==> config.mk <==
export PLATFORM = sky130hd
export DESIGN_NAME = mem_responder
export DESIGN_NICKNAME = d
export VERILOG_FILES = /design/src/rtl/mem_responder_pkg.sv /design/src/rtl/wait_timer.sv /design/src/rtl/mem_responder.sv
export SDC_FILE = /design/constraint.sdc
export NUM_CORES = 1
export LEC_CHECK = 0
export ABC_AREA = 1
export BUFFER_PORTS_ARGS = -buffer_cell sky130_fd_sc_hd__buf_2
export CORE_ASPECT_RATIO = 0.9
export CORE_MARGIN = 4
export CORE_UTILIZATION = 32
export DETAILED_ROUTE_END_ITERATION = 10
export GPL_TIMING_DRIVEN = 1
export PLACE_DENSITY = 0.72
export SYNTH_ARGS = -nofsm -noshare
export SYNTH_HDL_FRONTEND = slang
export SYNTH_SLANG_ARGS = --single-unit
==> constraint.sdc <==
create_clock -name clk -period 1.5 [get_ports clk]
set_input_delay 0.075 -clock clk [delete_from_list [all_inputs] [get_ports clk]]
set_output_delay 0.075 -clock clk [all_outputs]
set_load 0.01 [all_outputs]
==> src/rtl/mem_responder_pkg.sv <==
// Shared types and constants for the memory responder and its wait timer.
package mem_responder_pkg;

    typedef enum logic [1:0] {
        IDLE = 2'd0,
        DBUS = 2'd1,
        IBUS = 2'd2,
        DONE = 2'd3
    } state_e;

    typedef enum logic {
        CH_INSTR = 1'b0,
        CH_DATA  = 1'b1
    } chan_e;

    localparam logic [3:0] WB_SEL_ALL = 4'hF;

    function automatic logic [31:0] word_align(input logic [31:0] addr);
        return {addr[31:2], 2'b00};
    endfunction

endpackage

==> src/rtl/wait_timer.sv <==
// Counts bus wait cycles; expired_o is high in the TIMEOUT-th enabled cycle
// since the last clear, so a transfer is cut after exactly TIMEOUT strobe cycles.
module wait_timer #(
    parameter int unsigned TIMEOUT = 255
) (
    input  logic clk_i,
    input  logic rst_i,
    input  logic clear_i,
    input  logic en_i,
    output logic expired_o
);

    localparam int unsigned W = $clog2(TIMEOUT + 1);
    localparam logic [W-1:0] LAST = W'(TIMEOUT - 1);

    logic [W-1:0] cnt_q, cnt_d;

    // Saturates at LAST; the FSM leaves the bus state on expiry anyway.
    always_comb begin
        cnt_d = cnt_q;
        if (clear_i) begin
            cnt_d = '0;
        end else if (en_i && (cnt_q != LAST)) begin
            cnt_d = cnt_q + 1'b1;
        end
    end

    always_ff @(posedge clk_i) begin
        if (rst_i) begin
            cnt_q <= '0;
        end else begin
            cnt_q <= cnt_d;
        end
    end

    assign expired_o = en_i && (cnt_q == LAST);

endmodule

==> src/rtl/mem_responder.sv <==
// Serves instruction fetches and data loads/stores over one Wishbone-classic
// master port, one transfer at a time, with a bounded wait for the slave.
module mem_responder
    import mem_responder_pkg::*;
#(
    parameter int unsigned TIMEOUT  = 255,
    parameter logic [31:0] RESET_PC = 32'h0000_0000
) (
    input  logic        clk,
    input  logic        rst,
    input  logic        i_req,
    input  logic [31:0] i_address,
    input  logic        d_ren,
    input  logic        d_wen,
    input  logic [31:0] d_address,
    input  logic [31:0] mem_store,
    output logic [31:0] instruction,
    output logic [31:0] memload,
    output logic        i_ack,
    output logic        d_ack,
    output logic        bus_err,
    output logic        wb_cyc_o,
    output logic        wb_stb_o,
    output logic        wb_we_o,
    output logic [31:0] wb_adr_o,
    output logic [31:0] wb_dat_o,
    output logic [3:0]  wb_sel_o,
    input  logic [31:0] wb_dat_i,
    input  logic        wb_ack_i
);

    state_e      state_q, state_d;
    chan_e       ch_q, ch_d;
    logic        cyc_q, cyc_d;
    logic        we_q, we_d;
    logic [31:0] adr_q, adr_d;
    logic [31:0] dat_q, dat_d;
    logic [31:0] instr_q, instr_d;
    logic [31:0] memload_q, memload_d;
    logic        i_ack_q, i_ack_d;
    logic        d_ack_q, d_ack_d;
    logic        err_q, err_d;

    logic        in_bus;
    logic        expired;
    logic [31:0] rdata;

    assign in_bus = (state_q == DBUS) || (state_q == IBUS);

    wait_timer #(
        .TIMEOUT (TIMEOUT)
    ) u_wait_timer (
        .clk_i     (clk),
        .rst_i     (rst),
        .clear_i   (!in_bus),
        .en_i      (in_bus),
        .expired_o (expired)
    );

    always_comb begin
        state_d   = state_q;
        ch_d      = ch_q;
        cyc_d     = cyc_q;
        we_d      = we_q;
        adr_d     = adr_q;
        dat_d     = dat_q;
        instr_d   = instr_q;
        memload_d = memload_q;
        i_ack_d   = 1'b0;
        d_ack_d   = 1'b0;
        err_d     = 1'b0;
        // A slave ack on the expiry cycle wins over the timeout.
        rdata     = wb_ack_i ? wb_dat_i : 32'h0;

        unique case (state_q)
            IDLE: begin
                // Data first: the core is stalled while a load/store waits.
                if (d_ren || d_wen) begin
                    state_d = DBUS;
                    ch_d    = CH_DATA;
                    cyc_d   = 1'b1;
                    we_d    = d_wen;
                    adr_d   = word_align(d_address);
                    dat_d   = mem_store;
                end else if (i_req) begin
                    state_d = IBUS;
                    ch_d    = CH_INSTR;
                    cyc_d   = 1'b1;
                    we_d    = 1'b0;
                    adr_d   = word_align(i_address);
                    dat_d   = 32'h0;
                end
            end
            DBUS, IBUS: begin
                if (wb_ack_i || expired) begin
                    state_d = DONE;
                    cyc_d   = 1'b0;
                    we_d    = 1'b0;
                    err_d   = !wb_ack_i;
                    if (ch_q == CH_DATA) begin
                        d_ack_d = 1'b1;
                        if (!we_q) begin
                            memload_d = rdata;
                        end
                    end else begin
                        i_ack_d = 1'b1;
                        instr_d = rdata;
                    end
                end
            end
            DONE: begin
                state_d = IDLE;
            end
            default: begin
                state_d = IDLE;
            end
        endcase
    end

    always_ff @(posedge clk) begin
        if (rst) begin
            state_q   <= IDLE;
            ch_q      <= CH_INSTR;
            cyc_q     <= 1'b0;
            we_q      <= 1'b0;
            adr_q     <= 32'h0;
            dat_q     <= 32'h0;
            instr_q   <= RESET_PC;
            memload_q <= 32'h0;
            i_ack_q   <= 1'b0;
            d_ack_q   <= 1'b0;
            err_q     <= 1'b0;
        end else begin
            state_q   <= state_d;
            ch_q      <= ch_d;
            cyc_q     <= cyc_d;
            we_q      <= we_d;
            adr_q     <= adr_d;
            dat_q     <= dat_d;
            instr_q   <= instr_d;
            memload_q <= memload_d;
            i_ack_q   <= i_ack_d;
            d_ack_q   <= d_ack_d;
            err_q     <= err_d;
        end
    end

    assign instruction = instr_q;
    assign memload     = memload_q;
    assign i_ack       = i_ack_q;
    assign d_ack       = d_ack_q;
    assign bus_err     = err_q;
    assign wb_cyc_o    = cyc_q;
    assign wb_stb_o    = cyc_q;
    assign wb_we_o     = we_q;
    assign wb_adr_o    = adr_q;
    assign wb_dat_o    = dat_q;
    assign wb_sel_o    = WB_SEL_ALL;

endmodule

==> flow_metrics.tcl, run 1 <==
set metrics [dict create \
    end_kind "flop" \
    clock_path_buffers 2 \
    wl_per_cell_um 15.9 \
    setup_ws_ns -0.0254 \
    finalSetupViolations 5 \
    rows 47 \
    htreeDepth 4 \
    track_usage_pct 19.9 \
    maxCapViolations 0 \
    worstPathCellList "inv_2 > ha_4 > clkinvlp_4 > a21oi_4 > buf_6 > buf_6 > clkbuf_16 > a31oi_1" \
    vias_per_cell 4.96 \
    max_freq_mhz 656 \
    fill_cells 1638 \
    syn_to_final_growth_pct 69.0 \
    clkTransAtPathRegs_ns 0.06 \
    p_leak_nw 4.70 \
    required_ns 1.79 \
    cp-start-kind "flop" \
    clock-sinks 142 \
    vias 7180 \
    syn_area_per_cell_um2 7.51 \
    violations "negative setup slack" \
    dieArea_um2 21000 \
    io_buffers 261 \
    powerDensity_nw_per_um2 1550 \
    grt_start_max_net_pins 66 \
    synth-seq-cells 142 \
    seq_area_frac_synth_pct 47.5 \
    overflow 0 \
    place_hpwl_um 12800 \
    die_w_um 152 \
    first_pass_iters 5 \
    ys_warn_count 0 \
    syn_inst 797 \
    drc 0 \
    core_area_um2 18400 \
    fin_tns_setup_ns -0.0510 \
    path_common_cell "buf_6" \
    critPathKind "reg -> reg" \
    root_buffer "clkbuf_16" \
    cts_tree "built" \
    crit_arrival_ns 1.82 \
    slowest_delay_ns 0.32 \
    grt_pass1_wl_um 34100 \
    rsz0062_at_grt "true" \
    final-max-slew-violation-count 0 \
    ios 272 \
    final-hold-violation-count 0 \
    antenna_found_initial 1 \
    wirelength_um 23000 \
    fin_crit_ns 1.53 \
    finalCritPeriodShare_pct 102 \
    cp_slowest_cell "dfxtp_2" \
    path_max_fanout 8 \
    vdd_drop_max_mv 0.771 \
    start_util_pct 32.5 \
    min_path_type "in -> reg" \
    post-place-ws_ns -0.0542 \
    die_h_um 138 \
    synth.distinct_cells 30 \
    clock_latency_ns 0.42 \
    nets 1327 \
    ant_nets 0 \
    grt_pass1_vias 6860 \
    drive_gt1_share_pct 35.5 \
    fin_worst_skew_ns 0.00832 \
    syn-cell-area_um2 5990 \
    drt_iter0_drc 322 \
    gp_congestion 0.825 \
    cts_buffers 17 \
    status "finished with violations" \
]
==> Yosys cell counts <==
cell type,count,share of area (%)
nand2_1,248,16
clkbuf_8,1,0.23
nand2_2,1,0.10
o21ai_1,3,0.25
a31oi_1,30,3.1
buf_6,8,1.5
o21ai_0,33,2.8
ha_1,4,0.84
conb_1,2,0.13
nand2_8,1,0.33
nor3_1,2,0.17
inv_1,57,3.6
inv_2,1,0.063
dfxtp_1,142,47
buf_4,9,1.1
clkbuf_4,1,0.13
xor2_1,1,0.15
nand3_1,10,0.84
nor2_1,11,0.69
nand3_4,2,0.58
nor2_2,2,0.21
a21oi_1,106,8.9
buf_2,14,1.2
clkbuf_1,33,2.1
buf_1,3,0.19
nand4_1,68,7.1
nand2_4,1,0.19
nor2_4,1,0.19
a21oi_4,1,0.27
xnor2_1,1,0.15
==> through the flow <==
stage	util (%)	power, mW	cell area (um2)	hold WS [ns]	cells
after floorplan	-	7.78	6010	0.223	801
after detailed placement	41.4	9.81	7620	0.335	1272
after CTS	51.6	14.3	9500	0.000574	1431
after global routing	55.0	16.5	10100	0.0405	1448
final	55.0	15.7	10100	0.0353	1448
after global placement	41.4	9.74	7620	0.328	1272
==> worst max-delay path, delay by kind of cell (launching register included) <==
kind	cells	cell delay (ns)
compound gates	2	0.28
flops	1	0.32
fa+ha+maj	1	0.16
buf+inv	5	0.64
==> repair_timing <==
item,CTS,global route
buffers inserted,0,7
hold buffers,127,0
endpoints found under the hold margin,95,0
cloned,0,9
endpoints found under the setup margin,73,122
pin swaps,0,4
resized for setup,5,122
==> final cells by class <==
cell class / count / area [um2] / area share, %
timing repair buffer: 438 / 3220 / 31.8
multi-input combinational: 532 / 2930 / 29.0
sequential: 142 / 2850 / 28.1
clock buffer: 20 / 457 / 4.51
tap: 245 / 307 / 3.03
inverter: 58 / 221 / 2.19
clock inverter: 12 / 135 / 1.34
antenna: 1 / 2.50 / 0.0247
==> power breakdown <==
group          total (mW)  switching, mW  leakage (nW)  internal (mW)
combinational        6.50           3.69          3.26           2.80
clock                4.24           1.69         0.279           2.55
sequential           4.95          0.447          1.16           4.50
==> flip-flops by register name, summed over array words and instances (netlist names) <==
| register | flops |
|---|---|
| bus_err | 1 |
| d_ack | 1 |
| memload | 32 |
| wb_dat_o | 32 |
| instruction | 32 |
| wb_adr_o | 30 |
| u_wait_timer.cnt_q | 8 |
| i_ack | 1 |
| ch_q | 1 |
| wb_we_o | 1 |
| wb_cyc_o | 1 |
| state_q | 2 |
==> final timing paths <==
path	depth (start not counted)	startpoint	end	slack (ns)
max	8	state_q[1]$_SDFFE_PP0P_	wb_adr_o[28]$_SDFFE_PP0P_	-0.03
min	4	d_ren	wb_adr_o[25]$_SDFFE_PP0P_	0.04
max reg2reg	8	state_q[1]$_SDFFE_PP0P_	wb_adr_o[28]$_SDFFE_PP0P_	-0.03
min reg2reg	2	memload[27]$_SDFFE_PP0P_	memload[27]$_SDFFE_PP0P_	0.46
==> routing by layer <==
layer  vias to the layer above  part of all wire [%]  global-route usage (%)
met3                        82                   9.0                    7.19
met1                      3277                    39                    23.2
li1                       3434                     -                       -
met4                         0                   4.3                    10.5
met5                         -                     0                       0
met2                       387                    48                    32.4
==> kinds of logic after synthesis <==
group           Yosys count  share of synthesized area (%)
buf+inv                 127                           10.1
simple gates            347                           26.0
xor+xnor                  2                          0.293
compound gates          173                           15.3
other cells               2                          0.125
flops                   142                           47.5
fa+ha+maj                 4                          0.836
==> layout by cell type, fill, tap and decap left out, drive strengths merged <==
| cell | netlist | routed |
|---|---|---|
| clkbuf | 35 | 25 |
| clkinv | 0 | 4 |
| diode | 0 | 1 |
| nand2 | 251 | 251 |
| nor2 | 14 | 14 |
| dfxtp | 142 | 142 |
| xnor2 | 1 | 1 |
| nand4 | 68 | 68 |
| clkinvlp | 0 | 5 |
| a31oi | 30 | 30 |
| nand3 | 12 | 12 |
| xor2 | 1 | 1 |
| o21ai | 36 | 36 |
| nor3 | 2 | 2 |
| ha | 4 | 4 |
| dlygate4sd3 | 0 | 127 |
| buf | 34 | 306 |
| inv | 58 | 59 |
| conb | 2 | 6 |
| a21oi | 107 | 107 |
| bufinv | 0 | 2 |
No activity file was read; power rests on OpenSTA's default activity.
==> run 2, diff against run 1 <==
--- a/config.mk
+++ b/config.mk
@@ -8,7 +8,6 @@
 export ABC_AREA = 1
 export BUFFER_PORTS_ARGS = -buffer_cell sky130_fd_sc_hd__buf_2
 export CORE_ASPECT_RATIO = 0.9
-export CORE_MARGIN = 4
 export CORE_UTILIZATION = 32
 export DETAILED_ROUTE_END_ITERATION = 10
 export GPL_TIMING_DRIVEN = 1
==> run 2 against run 1 <==
Compared with the run above:
- the run still ends with negative setup slack left
- via count is 1.5% lower
- critical path depth is 2 higher
- cell area is 2.3% lower
- wire length is 6.0% lower
- cell count stayed put
- first-iteration DRC count is 36% higher
- sequential power is 0.8% lower
- setup slack worse by 0.00066 ns
==> flow_metrics.tcl, run 2 (synthesized netlist as in run 1, its figures left out) <==
set metrics [dict create \
    post-place-ws_ns -0.0156 \
    power_frac_comb_pct 39.9 \
    fin_worst_skew_ns 0.00711 \
    clock_path_buffers 2 \
    fin_tns_setup_ns -0.114 \
    critPathTopFamily "simple AND/OR/NAND/NOR gates" \
    intPower_mw 9.95 \
    worstPathCellList "inv_2 > ha_4 > nand2_4 > nor2_4 > nand2_4 > nand2_8 > nand3_4 > clkbuf_16 > nand2_2 > a21oi_2" \
    seqPwrFrac_pct 31.5 \
    multiInputGateArea_um2 2690 \
    clkPwrFrac_pct 28.6 \
    overflow 0 \
    cp_slowest_cell "dfxtp_2" \
    vdd_drop_max_mv 0.871 \
    dpl_cell_area_um2 7660 \
    rows 47 \
    final-hold-violation-count 0 \
    critPathKind "reg -> reg" \
    path_common_cell "nand2_4" \
    r2r_cells 10 \
    die_h_um 132 \
    rsz0062_at_grt "true" \
    worst_r2r_startpoint "u_wait_timer.cnt_q[0]$_SDFFE_PP0P_" \
    finalSetupViolations 12 \
    htreeDepth 4 \
    maxCapViolations 0 \
    p_sw_mw 5.62 \
    setup_ws_ns -0.0260 \
    syn_to_final_growth_pct 65.1 \
    regArea_um2 2850 \
    track_usage_pct 21.1 \
    vias 7073 \
    path_max_fanout 8 \
    first_pass_iters 5 \
    drt_iter0_drc 438 \
    final_common_cell "buf_2" \
    grt_start_max_net_pins 66 \
    fin_cells 1448 \
    die_w_um 146 \
    drive_gt1_share_pct 32.5 \
    wirelength_um 21700 \
    required_ns 1.80 \
    fin_area_um2 9890 \
    cp-start-kind "flop" \
    start_util_pct 32.6 \
    wl_per_cell_um 15.0 \
    final_cell_mix "buf_2 (260), nand2_1 (230), dfxtp_1 (138), dlygate4sd3_1 (125), a21oi_1 (102)" \
    nets 1328 \
    root_buffer "clkbuf_16" \
    clock_latency_ns 0.42 \
    netSwitchingFraction_pct 36.1 \
    total_power_mw 15.6 \
    timing.rr.end "instruction[29]$_SDFFE_PP0P_" \
    worst-path-stages 10 \
    vias_per_cell 4.88 \
    ios 272 \
    violations "negative setup slack" \
    cts_tree "built" \
    p_leak_nw 4.69 \
    r2r_slack_ns -0.03 \
    slowest_delay_ns 0.32 \
    status "finished with violations" \
    final-max-slew-violation-count 0 \
    min_path_type "in -> reg" \
    cts_buffers 17 \
    core_area_um2 18300 \
    ant_nets 0 \
    clkTransAtPathRegs_ns 0.06 \
    cp-endpoint "instruction[29]$_SDFFE_PP0P_" \
    clock-sinks 142 \
    n_antenna_cell 0 \
    max_freq_mhz 655 \
    cp_num_buf_inv 2 \
    antenna_found_initial 0 \
    dieArea_um2 19300 \
    io_buffers 261 \
    crit_start "u_wait_timer.cnt_q[0]$_SDFFE_PP0P_" \
    grt_pass1_wl_um 33000 \
    crit_arrival_ns 1.82 \
    fill_cells 1629 \
    drc 0 \
    end_kind "flop" \
    fin_crit_ns 1.53 \
    powerDensity_nw_per_um2 1580 \
    place_hpwl_um 12100 \
    grt_pass1_vias 6668 \
    gp_congestion 0.815 \
    dpl.cell_count 1278 \
    finalCritPeriodShare_pct 102 \
]
[run 2: timing repair]
item | CTS | global route
setup endpoints to repair | 7 | 115
gates cloned | 0 | 7
endpoints found under the hold margin | 96 | 0
hold buffers | 125 | 0
gates resized for setup | 3 | 40
pin swaps | 0 | 7
buffers inserted | 0 | 7
[run 2: worst min-delay path by stage]
stage / end / cells after the start / startpoint
global route: wb_we_o$_SDFFE_PP0P_ / 5 / d_wen
floorplan: wb_dat_o[22]$_SDFFE_PP0P_ / 2 / mem_store[22]
CTS: wb_we_o$_SDFFE_PP0P_ / 5 / d_wen
detailed placement: wb_dat_o[25]$_SDFFE_PP0P_ / 3 / mem_store[25]
finish: wb_we_o$_SDFFE_PP0P_ / 5 / d_wen
global placement: wb_dat_o[14]$_SDFFE_PP0P_ / 3 / mem_store[14]
[run 2: worst reg2reg max path, delay by kind of cell, from the launching register on]
kind | cells | cell delay (ns)
AO/OA/AOI/OAI | 1 | 0.05
buffers and inverters | 2 | 0.29
adder cells (fa/ha/maj) | 1 | 0.13
flip-flops | 1 | 0.32
AND/OR/NAND/NOR | 6 | 0.62
[run 2: power by group through the flow]
| stage | sequential [mW] | clock, mW | combinational, mW |
|---|---|---|---|
| after floorplan | 5.23 | 0 | 2.55 |
| after global placement | 4.92 | 0 | 4.94 |
| after detailed placement | 4.91 | 0 | 4.99 |
| after CTS | 4.85 | 4.54 | 5.26 |
| after global routing | 4.99 | 4.72 | 6.65 |
| final | 4.91 | 4.45 | 6.21 |
[run 2: layer usage]
layer  GRT usage [%]  vias to the layer above  routed length (um)
met5               0                        -                   0
met4            7.58                        0                 566
met3            5.92                       51                1720
met2            36.3                      377               10600
met1            25.1                     3217                8810
li1                -                     3428                   -
[run 2: final cells by class]
type                            count  share of cell area, %
Timing Repair Buffer              439                   32.5
Sequential cell                   142                   28.8
Multi-Input combinational cell    532                   27.2
Clock buffer                       18                   4.44
Tap cell                          245                   3.10
Inverter                           58                   2.20
Clock inverter                     14                   1.82
[run 2: stage by stage]
stage | util [%] | hold WS, ns
final | 53.9 | 0.0577
after CTS | 52.0 | 0.0404
after global routing | 53.9 | 0.0677
after detailed placement | 41.8 | 0.333
after global placement | 41.8 | 0.327
after floorplan | - | 0.223
==> run 3, diff against run 2 <==
--- a/config.mk
+++ b/config.mk
@@ -7,11 +7,13 @@
 export LEC_CHECK = 0
 export ABC_AREA = 1
 export BUFFER_PORTS_ARGS = -buffer_cell sky130_fd_sc_hd__buf_2
+export CELL_PAD_IN_SITES_DETAIL_PLACEMENT = 2
+export CELL_PAD_IN_SITES_GLOBAL_PLACEMENT = 2
 export CORE_ASPECT_RATIO = 0.9
-export CORE_UTILIZATION = 32
+export CORE_UTILIZATION = 27
 export DETAILED_ROUTE_END_ITERATION = 10
 export GPL_TIMING_DRIVEN = 1
-export PLACE_DENSITY = 0.72
+export PLACE_DENSITY = 0.95
 export SYNTH_ARGS = -nofsm -noshare
 export SYNTH_HDL_FRONTEND = slang
 export SYNTH_SLANG_ARGS = --single-unit
==> constraint.sdc (replaced) <==
create_clock -name clk -period 1.9 [get_ports clk]
set_input_delay 0.095 -clock clk [delete_from_list [all_inputs] [get_ports clk]]
set_output_delay 0.095 -clock clk [all_outputs]
set_load 0.01 [all_outputs]
==> run 3 against run 2 <==
Compared with the run above:
- setup slack better by 0.13 ns
- cell count up 1.2%
- via count up 4.5%
- clock skew up 0.0068 ns
- clock-buffer cell count up 1
- global-route usage up 6.6 points
- the run now ends clean
- sequential cell count unchanged
- critical path depth down 5
- cell area down 4.3%
- die area up 18%
==> flow_metrics.tcl, run 3 (synthesized netlist as in run 1, its figures left out) <==
set metrics [dict create \
    status "completed" \
    gp_congestion 0.769 \
    finalSetupViolations 0 \
    total_power_mw 11.8 \
    clkTransAtPathRegs_ns 0.07 \
    r2r_cells 5 \
    slowest_delay_ns 0.45 \
    cp-start-kind "flop" \
    track_usage_pct 27.7 \
    fin_worst_skew_ns 0.0139 \
    first_pass_iters 4 \
    crit_arrival_ns 2.12 \
    final_cell_mix "buf_2 (260), nand2_1 (247), dfxtp_1 (142), dlygate4sd3_1 (122), a21oi_1 (106)" \
    worstPathCellList "inv_1 > ha_4 > buf_4 > nand4_1 > a21oi_1" \
    start_util_pct 27.6 \
    end_kind "flop" \
    min_path_cells 3 \
    vias 7391 \
    cts_buffers 17 \
    drt_iter0_drc 470 \
    root_buffer "clkbuf_16" \
    vdd_drop_max_mv 0.551 \
    grt_start_max_net_pins 66 \
    drive_gt1_share_pct 28.4 \
    fin_crit_ns 1.79 \
    ios 272 \
    final-max-slew-violation-count 0 \
    path_max_fanout 25 \
    p_leak_nw 4.43 \
    hold_slack_ns 0.0240 \
    rsz0062_at_grt "true" \
    worst-path-stages 5 \
    min_path_type "in -> reg" \
    wirelength_um 32300 \
    die_h_um 143 \
    cp_slowest_cell "ha_4" \
    htreeDepth 4 \
    clock_path_buffers 2 \
    clock_latency_ns 0.42 \
    finalCritPeriodShare_pct 94.3 \
    multiInputGateArea_um2 2620 \
    final-hold-violation-count 0 \
    syn_to_final_growth_pct 57.9 \
    maxCapViolations 0 \
    fill_cells 2428 \
    grt_pass1_wl_um 48600 \
    powerDensity_nw_per_um2 1250 \
    slew_headroom_pct 50.3 \
    antenna_found_initial 3 \
    core_area_um2 21700 \
    nets 1298 \
    cp_num_buf_inv 2 \
    final_common_cell "buf_2" \
    dieArea_um2 22800 \
    drc 0 \
    clock-sinks 142 \
    place_hpwl_um 16700 \
    max_freq_mhz 558 \
    overflow 0 \
    ant_nets 0 \
    critPathKind "reg -> reg" \
    die_w_um 159 \
    rows 51 \
    required_ns 2.23 \
    grt_pass1_vias 8488 \
    tightest_slew_ns 0.744 \
    io_buffers 261 \
    vias_per_cell 5.04 \
    regArea_um2 2840 \
    critPathTopFamily "buffers and inverters" \
    cts_tree "built" \
    wl_per_cell_um 22.0 \
]
==> run 3: cell types whose count changed in the layout (fill, tap and decap cells not counted), sizes merged <==
| cell | before | now |
|---|---|---|
| clkinv | 2 | 4 |
| clkbuf | 24 | 19 |
| bufinv | 3 | 2 |
| diode | 0 | 3 |
| buf | 308 | 284 |
| inv | 63 | 60 |
| dlygate4sd3 | 125 | 122 |
| nand3 | 12 | 15 |
==> run 3: what timing repair did <==
action                                  CTS  global route
gates cloned                              2             1
hold buffers                            122             0
resized for setup                         1             8
endpoints found under the hold margin    93             0
endpoints found under the setup margin   30            70
buffers inserted                          0             4
==> run 3: worst min-delay path: stages <==
cell,delay (ns)
buf_2,0.10
nand2_1,0.09
a31oi_1,0.10
==> run 3: area by class of cell <==
cell class	instances	area share [%]
clock buffers	19	4.79
clock inverters	12	1.43
flip-flops and latches	142	30.1
repair buffers	406	29.8
multi-input cells	535	27.7
inverters	58	2.30
well taps	291	3.85
diodes	3	0.0794
==> run 3: final timing paths <==
check	startpoint	to	slack, ns
setup / recovery	state_q[0]$_SDFFE_PP0P_	memload[1]$_SDFFE_PP0P_	0.11
hold reg to reg	instruction[10]$_SDFFE_PP0P_	instruction[10]$_SDFFE_PP0P_	0.46
setup reg to reg	state_q[0]$_SDFFE_PP0P_	memload[1]$_SDFFE_PP0P_	0.11
hold / removal	d_address[29]	wb_adr_o[29]$_SDFFE_PP0P_	0.02
==> run 3: metal layers <==
metal  share of wire [%]  vias to the layer above  wire, um  GRT usage [%]
met2                  52                      297     16900           51.7
met1                  39                     3645     12500           30.0
met4                 2.9                        0       936           11.5
met3                 6.0                       66      1930           6.80
li1                    -                     3383         -              -
met5                   0                        -         0              0
==> run 3: per-stage QoR <==
step	std cells	area, um2	TNS [ns]	util, %	worst slack [ns]
global placement	1303	7500	0	34.6	0.0980
global route	1466	9460	-0.0526	43.6	-0.0299
finish	1466	9460	0	43.6	0.109
detailed placement	1303	7500	-0.302	34.6	-0.0501
CTS	1458	9340	0	43.0	0.0262
floorplan	801	6000	0	-	0.383
==> run 3: where the power goes <==
part / switching (mW) / internal [mW]
logic: 2.90 / 1.57
registers: 0.382 / 3.55
clock network: 1.39 / 2.00
total: 4.67 / 7.13
